[config.mk]
export PLATFORM = sky130hd
export DESIGN_NAME = router_pkt_source
export DESIGN_NICKNAME = d
export VERILOG_FILES = /design/src/rtl/router_pkt_source.sv
export SDC_FILE = /design/constraint.sdc
export NUM_CORES = 1
export LEC_CHECK = 0
export ABC_AREA = 1
export BUFFER_PORTS_ARGS = -buffer_cell sky130_fd_sc_hd__buf_2
export CAP_MARGIN = 20
export CORE_ASPECT_RATIO = 0.8
export CORE_MARGIN = 2
export CORE_UTILIZATION = 45
export CTS_CLUSTER_DIAMETER = 50
export DETAILED_ROUTE_END_ITERATION = 6
export REMOVE_ABC_BUFFERS = 1
export SYNTH_ARGS = -nofsm -noshare
export SYNTH_HDL_FRONTEND = slang
export SYNTH_SLANG_ARGS = --single-unit
[constraint.sdc]
create_clock -name clk -period 4.25 [get_ports clk]
set_input_delay 0.425 -clock clk [delete_from_list [all_inputs] [get_ports clk]]
set_output_delay 0.425 -clock clk [all_outputs]
set_load 0.02 [all_outputs]
[src/rtl/router_pkt_source.sv]
// router_pkt_source: buffers a commanded payload, then sends header, payload and parity to the router input (cmd_*, pl_*, busy in; data_out, pkt_valid, tx_done out)
module router_pkt_source #(
  parameter int GAP_CYCLES = 2
) (
  input  logic       clk,
  input  logic       rst,
  input  logic       cmd_valid,
  output logic       cmd_ready,
  input  logic [1:0] cmd_addr,
  input  logic [5:0] cmd_len,
  output logic       cmd_err,
  input  logic       pl_valid,
  input  logic [7:0] pl_data,
  output logic       pl_ready,
  input  logic       busy,
  output logic [7:0] data_out,
  output logic       pkt_valid,
  output logic       tx_done
);
  typedef enum logic [2:0] {IDLE, LOAD, HEADER, PAYLOAD, PARITY, GAP} state_t;
  state_t state_q, state_d;
  logic [1:0] addr_q, addr_d;
  logic [5:0] len_q, len_d, idx_q, idx_d;
  logic [7:0] par_q, par_d;
  logic [3:0] gap_q, gap_d;
  logic err_q, err_d;
  logic [7:0] mem_q [64];
  logic cmd_acc, pl_acc, xfer, last;
  assign cmd_acc = cmd_valid && state_q == IDLE;
  assign pl_acc = pl_valid && state_q == LOAD;
  assign xfer = !busy && (state_q == HEADER || state_q == PAYLOAD || state_q == PARITY);
  assign last = idx_q == len_q - 6'd1;
  always_comb begin
    state_d = state_q;
    addr_d = addr_q;
    len_d = len_q;
    idx_d = idx_q;
    par_d = par_q;
    gap_d = gap_q;
    err_d = cmd_acc && (cmd_addr == 2'd3 || cmd_len == 6'd0);
    case (state_q)
      IDLE: if (cmd_acc && !err_d) begin
        state_d = LOAD;
        addr_d = cmd_addr;
        len_d = cmd_len;
        par_d = {cmd_len, cmd_addr};
        idx_d = '0;
      end
      LOAD: if (pl_acc) begin
        par_d = par_q ^ pl_data;
        idx_d = last ? 6'd0 : idx_q + 6'd1;
        state_d = last ? HEADER : LOAD;
      end
      HEADER: if (xfer) state_d = PAYLOAD;
      PAYLOAD: if (xfer) begin
        idx_d = last ? idx_q : idx_q + 6'd1;
        state_d = last ? PARITY : PAYLOAD;
      end
      PARITY: if (xfer) begin
        state_d = GAP;
        gap_d = '0;
      end
      GAP: begin
        gap_d = gap_q + 4'd1;
        state_d = gap_q == 4'(GAP_CYCLES - 1) ? IDLE : GAP;
      end
      default: state_d = IDLE;
    endcase
  end
  always_ff @(posedge clk) begin
    if (rst) begin
      state_q <= IDLE;
      addr_q <= '0;
      len_q <= '0;
      idx_q <= '0;
      par_q <= '0;
      gap_q <= '0;
      err_q <= 1'b0;
    end else begin
      state_q <= state_d;
      addr_q <= addr_d;
      len_q <= len_d;
      idx_q <= idx_d;
      par_q <= par_d;
      gap_q <= gap_d;
      err_q <= err_d;
    end
  end
  always_ff @(posedge clk) if (pl_acc) mem_q[idx_q] <= pl_data;
  assign cmd_ready = state_q == IDLE;
  assign pl_ready = state_q == LOAD;
  assign cmd_err = err_q;
  assign pkt_valid = state_q == HEADER || state_q == PAYLOAD;
  assign tx_done = state_q == GAP && gap_q == 4'd0;
  assign data_out = state_q == HEADER ? {len_q, addr_q} :
                    state_q == PAYLOAD ? mem_q[idx_q] :
                    state_q == PARITY ? par_q : 8'h00;
endmodule

=== After elaboration in Yosys (flattened, before gate mapping) ===
Memory sizes are Yosys's and may differ from the RTL's. A register that Yosys moved wholly into a read port is not among the register bits.
Index checks and enable logic that the tools add are counted.

* Register bits after elaboration: 30
* Bits in writable memories: 512
* Memories kept: 1

{| class="wikitable"
|+ Memory list
! name !! depth !! width !! read ports !! clocked after Yosys merged registers in !! wr ports !! RTL line !! text
|-
| mem_q || 64 || 8 || 1 || 1 || 1 || 27 || <nowiki>logic [7:0] mem_q [64];</nowiki>
|}

* $add $sub $neg: 3
* Equal/unequal tests: 14
* Muxes and demuxes: 27
* Bitwise gates (word level): 1
* Reductions and logical operators: 22

{| class="wikitable"
|+ Operator list
! operator !! count
|-
| two-way mux 6 bit || 7
|-
| two-way mux 8 bit || 5
|-
| two-way mux 3 bit || 7
|-
| case mux 3 bit (6 select lines) || 1
|-
| case mux 6 bit (3 select lines) || 1
|-
| case mux 8 bit (2 select lines) || 1
|-
| AND reduction 5 bit || 2
|-
| != test 2 bit, second input constant || 4
|-
| case mux 4 bit (2 select lines) || 1
|-
| bitwise XOR 8 bit || 1
|-
| adder 6 x 1 -> 6 bit, second input constant || 1
|-
| == test 3 x 2 -> 1 bit, second input constant || 2
|-
| == test 3 bit, second input constant || 2
|-
| == test 6 bit || 1
|-
| logical AND 1 bit || 6
|-
| logical NOT 6 bit || 1
|-
| subtractor 6 x 1 -> 6 bit, second input constant || 1
|-
| adder 4 x 1 -> 4 bit, second input constant || 1
|-
| == test 4 x 1 -> 1 bit, second input constant || 1
|-
| logical NOT 4 bit || 1
|-
| two-way mux 4 bit || 1
|-
| != test 2 x 1 -> 1 bit, second input constant || 2
|-
| AND reduction 2 bit || 2
|-
| nonzero test 2 bit || 2
|-
| 9 further kinds || 13
|}

=== Longest topological paths before layout ===
Gate-level depths: netlist (run 1).

* Depth after elaboration: 9
* Gate-level depth with buffers: 14

=== Least setup slack after synthesis (run 1) ===
No wires, ideal clock.

* Kind: reg-to-reg
* From: register state_q[0]
* To: memory mem_q[11][0], enable pin
* Setup time: 0.371 ns
* Arrival time: 1.627 ns
* Required time: 3.879 ns
* Slack: 2.253 ns
* Stages on the path, launching flop included: 9
* Path buffers: 0
* Cells stage by stage: dfxtp_1 -> inv_2 -> nor2_2 -> nand2_4 -> inv_6 -> nand2_8 -> inv_4 -> nand4_1 -> nor2_1

* Longest elaborated chain between the ends: 4

{| class="wikitable"
|+ Ends and longest elaborated chain
! what !! RTL line !! text
|-
| start, declared || 21 || <nowiki>state_t state_q, state_d;</nowiki>
|-
| start signal, assigned || 80 || <nowiki>state_q <= state_d;</nowiki>
|-
| == test 3 x 1 -> 1 bit || n/a ||
|-
| net pl_ready || 14 || <nowiki>output logic pl_ready,</nowiki>
|-
| logical AND 1 bit || 30 || <nowiki>assign pl_acc = pl_valid && state_q == LOAD;</nowiki>
|-
| two-way mux 1 bit || 89 || <nowiki>always_ff @(posedge clk) if (pl_acc) mem_q[idx_q] <= pl_data;</nowiki>
|-
| two-way mux 1 bit (implied by the code) || 89 ||
|-
| end, declared || 27 ||
|}

The timed path passes the listed nets, and every way through them passes these cells.

==> flow_summary.ini, run 1 <==
[sta]
final.setup.tns_ns = 0
finalHoldViolCount = 0
clock_skew_ns = 0.0218
finalSetupViolCount = 0
maxSlewHeadroom_pct = 30.1
timing.fmax_mhz = 275
hold_slack_ns = 0.136
rsz0062_at_grt = false
drv_slew = 0
tightest_slew_ns = 1.05
fin_crit_ns = 3.64
timing.final.crit_share_pct = 85.6
worst_slack_ns = 0.613

[power]
vdd_drop_max_mv = 0.382
p_total_uw = 12300
power_density_nw_per_um2 = 478
p_leak_uw = 0.00934

[floorplan]
start_util_pct = 45.3
ioPinCount = 34
core_area_um2 = 50700
rows = 74
dieHeight_um = 206
die_w_um = 257
die_area_um2 = 53000

[grt]
grt_antenna_before_repair = 1
grt_pass1_vias = 14700
grt_max_degree = 161
gr-total-overflow = 0
grt.total_usage_pct = 22.9
grt_first_pass_wirelength_mm = 90.7

[finish]
fill_cells = 4573
drive_above_1_share_pct = 9.44
diodes = 0
synthToLayoutAreaGrowth_pct = 12.0
final_area_um2 = 25800
nets = 2165

[placed_design]
dpl_cell_area_um2 = 24000
portBuffers = 33
place_congestion = 0.895
dpl_worst_slack_ns = 1.20
hpwlAfterDp_mm = 35.7

[run_status]
status = finished, final reports clean

[clocking]
post_cts_buffers = 0
htree_levels = 2
cts_hold_buffers = 0
cts-root-buf = clkbuf_16
clkLatencyLatePin_ns = 0.62
clockBufferDepth = 3
cts_buffers = 55
cts_tree = done
ctsResizeCount = 0
cts.sinks = 548
path_clk_slew_ns = 0.06

[synth]
yosys_warnings = 0
ys_ff_latch = 548
synth_top_area_cell = edfxtp_1
ys_seq_area_share_pct = 70.0
synth_cell_types = 37
ys_top_cells_by_area = edfxtp_1, nand2_1, nand3_1
syn-cell-area_um2 = 23000
synth.top_cell.area_share_pct = 66.8
netlist_instances = 2111
avgSynthCellArea_um2 = 10.9

[critical_path]
crit_path_end_kind = output pin
crit_type = reg -> out
cp_data_required_time_ns = 3.83
cp_slowest_cell = buf_4
cp_max_fo = 96
arrival_ns = 3.21
cp-start-kind = register
critPathMaxStageDelay_ns = 0.79
cp_cell_sequence = buf_4, nand2_1, nand3_1, nand3_1, nand2_1, nand2_1, nand3_1, nand3_1, nand2_1, nand2_1, nand3_1, buf_2
reg2reg_from = state_q[0]
reg2reg_slack_ns = 1.15

[routing]
drc_errors = 0
via_count = 15700
wl_mm = 60.3
ant_nets = 0
vias_per_cell = 5.47
drt_pass1_iterations = 6
post_drt_wl_per_cell_um = 21.0
drtIter0Drc = 1762

[hold_path]
min_path_type = in -> reg
min-delay-start = cmd_addr[0]

[flow_run]
max-cap-violations = 0
==> critical path: cells and delay by family, from the launching register on <==
| kind | cells | cell delay [ns] |
|---|---|---|
| DFF | 1 | 0.38 |
| and+or+nand+nor | 10 | 1.18 |
| buffers and inverters | 2 | 0.97 |
==> sequential cells by signal, indices dropped and copies added, names as in the netlist, named ones only <==
signal and count:
cmd_err 1, idx_q 6, mem_q 512, state_q 3
addr_q 2, par_q 8, len_q 6, gap_q 4
==> worst paths after layout <==
path | to | cells past startpoint
worst max-delay path | data_out[4] | 12
worst min-delay path | addr_q[0] | 3
worst max register to register | mem_q[30][7] | 8
worst min register to register | gap_q[3] | 1
==> cell families after synthesis <==
family	Yosys count	share of synthesized area, %
simple gates	1327	24.8
flops	548	70.0
buf+inv	169	3.23
compound gates	55	1.43
xor+xnor	7	0.267
fa+ha+maj	5	0.272
==> metal layers <==
layer | global-route usage (%) | vias to the layer above | wire (um)
met5 | 0 | - | 0
met4 | 6.42 | 0 | 1320
met3 | 3.62 | 88 | 4830
met2 | 34.7 | 593 | 26700
met1 | 34.2 | 7605 | 27500
li1 | - | 7389 | -
==> metrics by stage <==
stage / instances / util, %
6_report: 2867 / 50.8
5_1_grt: 2867 / 50.8
4_1_cts: 2867 / 50.8
3_5_place_dp: 2766 / 47.3
3_3_place_gp: 2766 / 47.3
2_1_floorplan: 1993 / -
==> layout make-up <==
type,instances,area [um2],share of cell area [%]
Inverter,51,209,0.811
Timing Repair Buffer,89,661,2.56
Tap cell,684,856,3.32
Clock buffer,70,1480,5.72
Multi-Input combinational cell,1394,6160,23.9
Sequential cell,548,16100,62.5
Clock inverter,31,298,1.16
==> cell usage after synthesis <==
master and n:
a211oi_1 2, o21ai_2 5, inv_4 2, dfxtp_1 36
nor2_4 3, a31oi_1 1, o21bai_1 4, nand4_4 1
buf_4 4, inv_6 1, nor3b_1 4, buf_6 1
nand3_1 473, buf_2 61, nor2_2 5, nor2_1 92
nand3_2 2, nand2_2 3, o21ai_4 1, clkbuf_1 36
nand2_4 2, nor3_1 2, o21ai_0 11, buf_1 16
nand2_1 732, edfxtp_1 512, xnor2_1 5, a21oi_1 27
inv_2 9, o21ai_1 2, nand4_1 7, inv_1 39
nand2_8 1, a21oi_2 1, ha_1 5, xor2_1 2
a31o_2 1
==> report_power, final <==
| part | switching [uW] | internal [uW] |
|---|---|---|
| clock | 2070 | 2770 |
| combinational | 1100 | 387 |
| sequential | 51.8 | 5930 |
==> layout by cell type, fill, tap and decap left out, types with 2 or more instances in the layout <==
cell,n
dfxtp_4,2
o21ai_1,2
o21bai_1,4
nor3b_1,4
nand3_1,473
buf_2,33
nand2_2,3
inv_4,3
nand4_1,7
clkinv_1,12
a211oi_1,2
dfxtp_1,33
edfxtp_1,512
inv_1,38
inv_2,8
o21ai_2,5
o21ai_0,11
nand2_4,2
xor2_1,2
xnor2_1,5
inv_6,5
buf_4,50
clkbuf_16,57
clkinv_2,9
a21oi_1,27
ha_1,5
nor2_2,5
nor3_1,2
buf_12,6
clkbuf_1,13
nand2_1,732
nor2_1,92
nor2_4,3
bufinv_16,5
nand3_2,2
(Power assumes the default switching activity.)
==> run 2: changes to the inputs <==
- ABC_AREA: 1 -> 0
==> run 2 against run 1 <==
Net effect: final cell count shrank 33%; worst setup slack lost 0.39 ns; power is 10% lower; final area decreased by 3.4%; sequential cell count did not move; clock skew increased by 0.0042 ns; hold slack worse by 0.0043 ns; critical endpoint is now data_out[0].
==> flow_summary.ini, run 2 <==
[critical_path]
cp_data_required_time_ns = 3.83
cp-start-kind = register
crit_type = reg -> out
arrival_ns = 3.61
cp_max_fo = 44
crit_path_end_kind = output pin
cp_common_cell = mux4_2
cp_cell_sequence = buf_4, mux4_2, mux4_2, o21ai_0, o211ai_1, buf_2
cp_slowest_cell = dfxtp_4
critPathMaxStageDelay_ns = 0.90

[power]
vdd_drop_max_mv = 0.305
p_leak_uw = 0.00771
power_density_nw_per_um2 = 444
p_total_uw = 11000

[synth]
synthXorXnorAreaFrac_pct = 0.321
synthMuxAreaShare_pct = 15.8
synth_top_family_by_area = multiplexers
synth_cell_types = 56
synth_commonest_cells = edfxtp_1, mux4_2, nor2_1
ys_seq_area_share_pct = 73.7
synth.top_cell.area_share_pct = 70.4
ys.flop_type = edfxtp_1
synth_compound_area_share_pct = 3.98
yosysMostFrequentCell = edfxtp_1
synth_edf_count = 512
ys_ff_latch = 548
synth-simple-area-share_pct = 4.46
synthAdderAreaFrac_pct = 0.286
synth_top_area_cell = edfxtp_1
ys_async_sr_fraction_pct = 0
netlist_instances = 1135
yosys_warnings = 0
avgSynthCellArea_um2 = 19.2
syn-cell-area_um2 = 21800
ys_top_cells_by_area = edfxtp_1, mux4_2, dfxtp_1

[clocking]
post_cts_buffers = 0
ctsResizeCount = 0
cts_buffers = 53
clkLatencyLatePin_ns = 0.58
cts-root-buf = clkbuf_16
cts_tree = done
htree_levels = 2
clockBufferDepth = 3
path_clk_slew_ns = 0.06
cts_hold_buffers = 0
cts.sinks = 548

[routing]
vias_per_cell = 5.93
wl_mm = 51.2
drc_errors = 0
drtIter0Drc = 1388
via_count = 11400
post_drt_wl_per_cell_um = 26.8
drt_pass1_iterations = 5
ant_nets = 0

[grt]
grt_antenna_before_repair = 1
gr-total-overflow = 0
grt_pass1_vias = 11300
grt_first_pass_wirelength_mm = 76.4
grt.total_usage_pct = 20.8
grt_max_degree = 67

[finish]
diodes = 0
nets = 1273
layoutNonFillerInstCount = 1915
largestRegisters = mem_q (512), par_q (8)
final_area_um2 = 24900
final_cell_mix = edfxtp_1, mux4_2, nor2_1
synthToLayoutAreaGrowth_pct = 13.9
final_common_cell = edfxtp_1
largest_reg_flops = 512
drive_above_1_share_pct = 27.1
regMostFlops = mem_q

[flow_run]
max-cap-violations = 0

[floorplan]
rows = 72
start_util_pct = 45.4
ioPinCount = 34
die_w_um = 250
die_area_um2 = 50300
core_area_um2 = 48100
dieHeight_um = 201

[sta]
maxSlewHeadroom_pct = 28.8
drv_slew = 0
hold_slack_ns = 0.131
finalSetupViolCount = 0
finalHoldViolCount = 0
timing.final.crit_share_pct = 94.8
tightest_slew_ns = 1.06
timing.fmax_mhz = 248
fin_crit_ns = 4.03
worst_slack_ns = 0.220
rsz0062_at_grt = false
clock_skew_ns = 0.0259

[run_status]
status = finished, final reports clean

[placed_design]
dpl_cell_area_um2 = 23200
place_inst = 1819
portBuffers = 33
hpwlAfterDp_mm = 32.4
place_congestion = 0.819
dpl_worst_slack_ns = 0.882

[hold_path]
min_path_type = in -> reg
-- run 2: changes by cell type after synthesis, moves of 12 or more --
cell,change
a22oi_1,+16
nand3_1,-455
mux4_2,+144
mux2i_1,+20
nand2_1,-695
buf_2,-40
inv_1,-31
o211ai_1,+12
-- run 2: power by group --
part / switching [uW] / leakage [uW] / total [uW] / internal [uW]
combinational: 345 / 0.00202 / 632 / 286
sequential: 52.5 / 0.00490 / 5970 / 5920
clock: 1960 / 0.000789 / 4440 / 2480
-- run 2: critical path: cells and delay by family, from the launching register on --
| kind | cells | cell delay (ns) |
|---|---|---|
| AOI/OAI and AO/OA | 2 | 0.64 |
| buffers and inverters | 2 | 0.61 |
| DFF | 1 | 0.90 |
| muxes | 2 | 0.84 |
-- run 2: path summary, 6_finish.rpt --
path	from	endpoint	slack (ns)	cells past startpoint
max	register	data_out[0]	0.22	6
min	cmd_addr[1]	addr_q[1]	0.13	3
min reg2reg	addr_q[1]	addr_q[1]	0.46	2
max reg2reg	state_q[2]	mem_q[49][1]	1.27	6
-- run 2: logic make-up (layout without fill, tap and decap cells) --
logic type | Yosys count | in the layout
DFF | 548 | 548
AOI/OAI and AO/OA | 128 | 128
xor gates and xnor gates | 8 | 8
buffers and inverters | 75 | 226
muxes | 164 | 164
adders and majority gates | 5 | 5
and+or+nand+nor | 207 | 207
-- run 2: final cells by class --
class / instances / area (um2)
clock buffers: 67 / 1420
inverters: 9 / 33.8
multi-input cells: 512 / 5420
flip-flops and latches: 548 / 16100
repair buffers: 123 / 916
well taps: 629 / 787
clock inverters: 27 / 196
fillers: 3809 / 23200
-- run 2: through the flow --
| step | setup TNS [ns] | utilization [%] |
|---|---|---|
| 2_1_floorplan | -14.73 | - |
| 3_3_place_gp | 0 | 48.3 |
| 3_5_place_dp | 0 | 48.3 |
| 4_1_cts | 0 | 51.6 |
| 5_1_grt | 0 | 51.7 |
| 6_report | 0 | 51.7 |
-- run 2: metal layers --
metal | global-route usage [%] | part of all wire [%] | up-vias
met1 | 32.3 | 46 | 6013
met4 | 5.00 | 2.2 | 0
met5 | 0 | 0 | -
met3 | 3.58 | 6.7 | 77
li1 | - | - | 4888
met2 | 30.7 | 45 | 386
==> run 3: changes to the inputs <==
- PLACE_DENSITY: not set -> 0.65
==> run 3 against run 2 <==
Net effect: sequential power barely moved; critical path depth did not move; die area did not move; register-to-register slack got worse by 0.13 ns; non-clock buffer count fell by 53; sequential cell count did not move; clock skew barely moved; core utilization fell by 0.61 points; first-iteration DRC count rose by 5.3%; final cell count fell by 2.6%; clock power rose by 4.7%; worst setup slack improved by 0.18 ns.
==> flow_summary.ini, run 3 (same netlist as run 2, synthesis figures left out) <==
[sta]
finalHoldViolCount = 0
drv_slew = 0
maxSlewHeadroom_pct = 27.0
timing.final.crit_share_pct = 90.6
rsz0062_at_grt = false
clock_skew_ns = 0.0256
tightest_slew_ns = 1.09
fin_crit_ns = 3.85
hold_slack_ns = 0.132
final.setup.tns_ns = 0
timing.fmax_mhz = 260
finalSetupViolCount = 0

[floorplan]
core_area_um2 = 48100
start_util_pct = 45.4
ioPinCount = 34
die_area_um2 = 50300
dieHeight_um = 201
rows = 72
die_w_um = 250

[placed_design]
portBuffers = 33
hpwlAfterDp_mm = 32.0
place_congestion = 0.818
dpl_cell_area_um2 = 22800

[finish]
diodes = 0
final_area_um2 = 24600
final_common_cell = edfxtp_1
regMostFlops = mem_q
drive_above_1_share_pct = 24.3
largestRegisters = mem_q (512), par_q (8)
final_cell_mix = edfxtp_1, mux4_2, nor2_1
nets = 1221
synthToLayoutAreaGrowth_pct = 12.6
fill_cells = 3803
finish.utilization_pct = 51.1
largest_reg_flops = 512

[power]
vdd_drop_max_mv = 0.280
p_leak_uw = 0.00746
power_density_nw_per_um2 = 458

[critical_path]
arrival_ns = 3.42
cp_max_fo = 18
crit_type = reg -> out
cp_data_required_time_ns = 3.83
crit_path_end_kind = output pin
cp-start-kind = register

[routing]
drt_pass1_iterations = 4
vias_per_cell = 6.01
post_drt_wl_per_cell_um = 27.5
ant_nets = 0
via_count = 11200
drtIter0Drc = 1461
drc_errors = 0
wl_mm = 51.2

[clocking]
cts_tree = done
path_clk_slew_ns = 0.07
cts-root-buf = clkbuf_16
clkLatencyLatePin_ns = 0.60
ctsResizeCount = 0
clockBufferDepth = 3
cts_buffers = 54
htree_levels = 2
cts.sinks = 548

[grt]
gr-total-overflow = 0
grt_max_degree = 67
grt_first_pass_wirelength_mm = 76.6
grt_antenna_before_repair = 0
grt.total_usage_pct = 20.7
grt_pass1_vias = 11300

[hold_path]
min_path_type = in -> reg

[run_status]
status = finished, final reports clean

[flow_run]
max-cap-violations = 0
[run 3: cell types whose count changed in the layout (fill, tap and decap cells not counted), sizes merged]
cell      previous run  this run
bufinv               2         4
clkbuf              67        63
clkinv              20        22
clkinvlp             2         3
buf                123        70
inv                 12        15
[run 3: path summary, 6_finish.rpt]
| kind | cells after the start | from | end | slack (ns) |
|---|---|---|---|---|
| worst max-delay path | 6 | register | data_out[4] | 0.40 |
| worst min-delay path | 3 | cmd_len[5] | len_q[5] | 0.13 |
| worst max register to register | 6 | state_q[2] | mem_q[52][4] | 1.14 |
| worst min register to register | 2 | addr_q[0] | addr_q[0] | 0.47 |
[run 3: metal layers]
metal	vias to the layer above	global-route usage (%)	part of all wire [%]
met1	5935	31.9	45
met2	429	30.7	46
li1	4770	-	-
met3	81	3.93	7.4
met4	0	4.73	2.1
met5	-	0	0
[run 3: worst max-delay path, cell delays in order (launching register included)]
cell      delay (ns)
dfxtp_4         0.61
buf_4           0.39
mux4_2          0.55
mux4_2          0.49
o21ai_0         0.41
o211ai_1        0.16
buf_2           0.20
[run 3: where the power goes]
part           internal (uW)  switching, uW  leakage (uW)
clock                   2600           2050      0.000829
sequential              5920           54.9       0.00490
combinational            286            358       0.00174
total                   8800           2460       0.00746
[run 3: final cells by class]
type,count,area (um2),share of cell area (%)
Clock buffer,63,1390,5.63
Clock inverter,35,324,1.32
Inverter,9,33.8,0.137
Multi-Input combinational cell,512,5420,22.0
Sequential cell,548,16100,65.5
Tap cell,629,787,3.20
Timing Repair Buffer,70,531,2.16
[run 3: metrics by stage]
stage	total power, uW	std cells	setup slack, ns
after global placement	6710	1766	0.755
after CTS	11300	1864	0.132
after detailed placement	6730	1766	0.773
final	11300	1866	0.400
after global routing	11600	1866	0.138
after floorplan	6500	1069	-1.91
[run 3: what timing repair did]
action	in CTS	in global routing
hold buffers	0	0
endpoints found under the setup margin	0	1
setup buffers	0	1
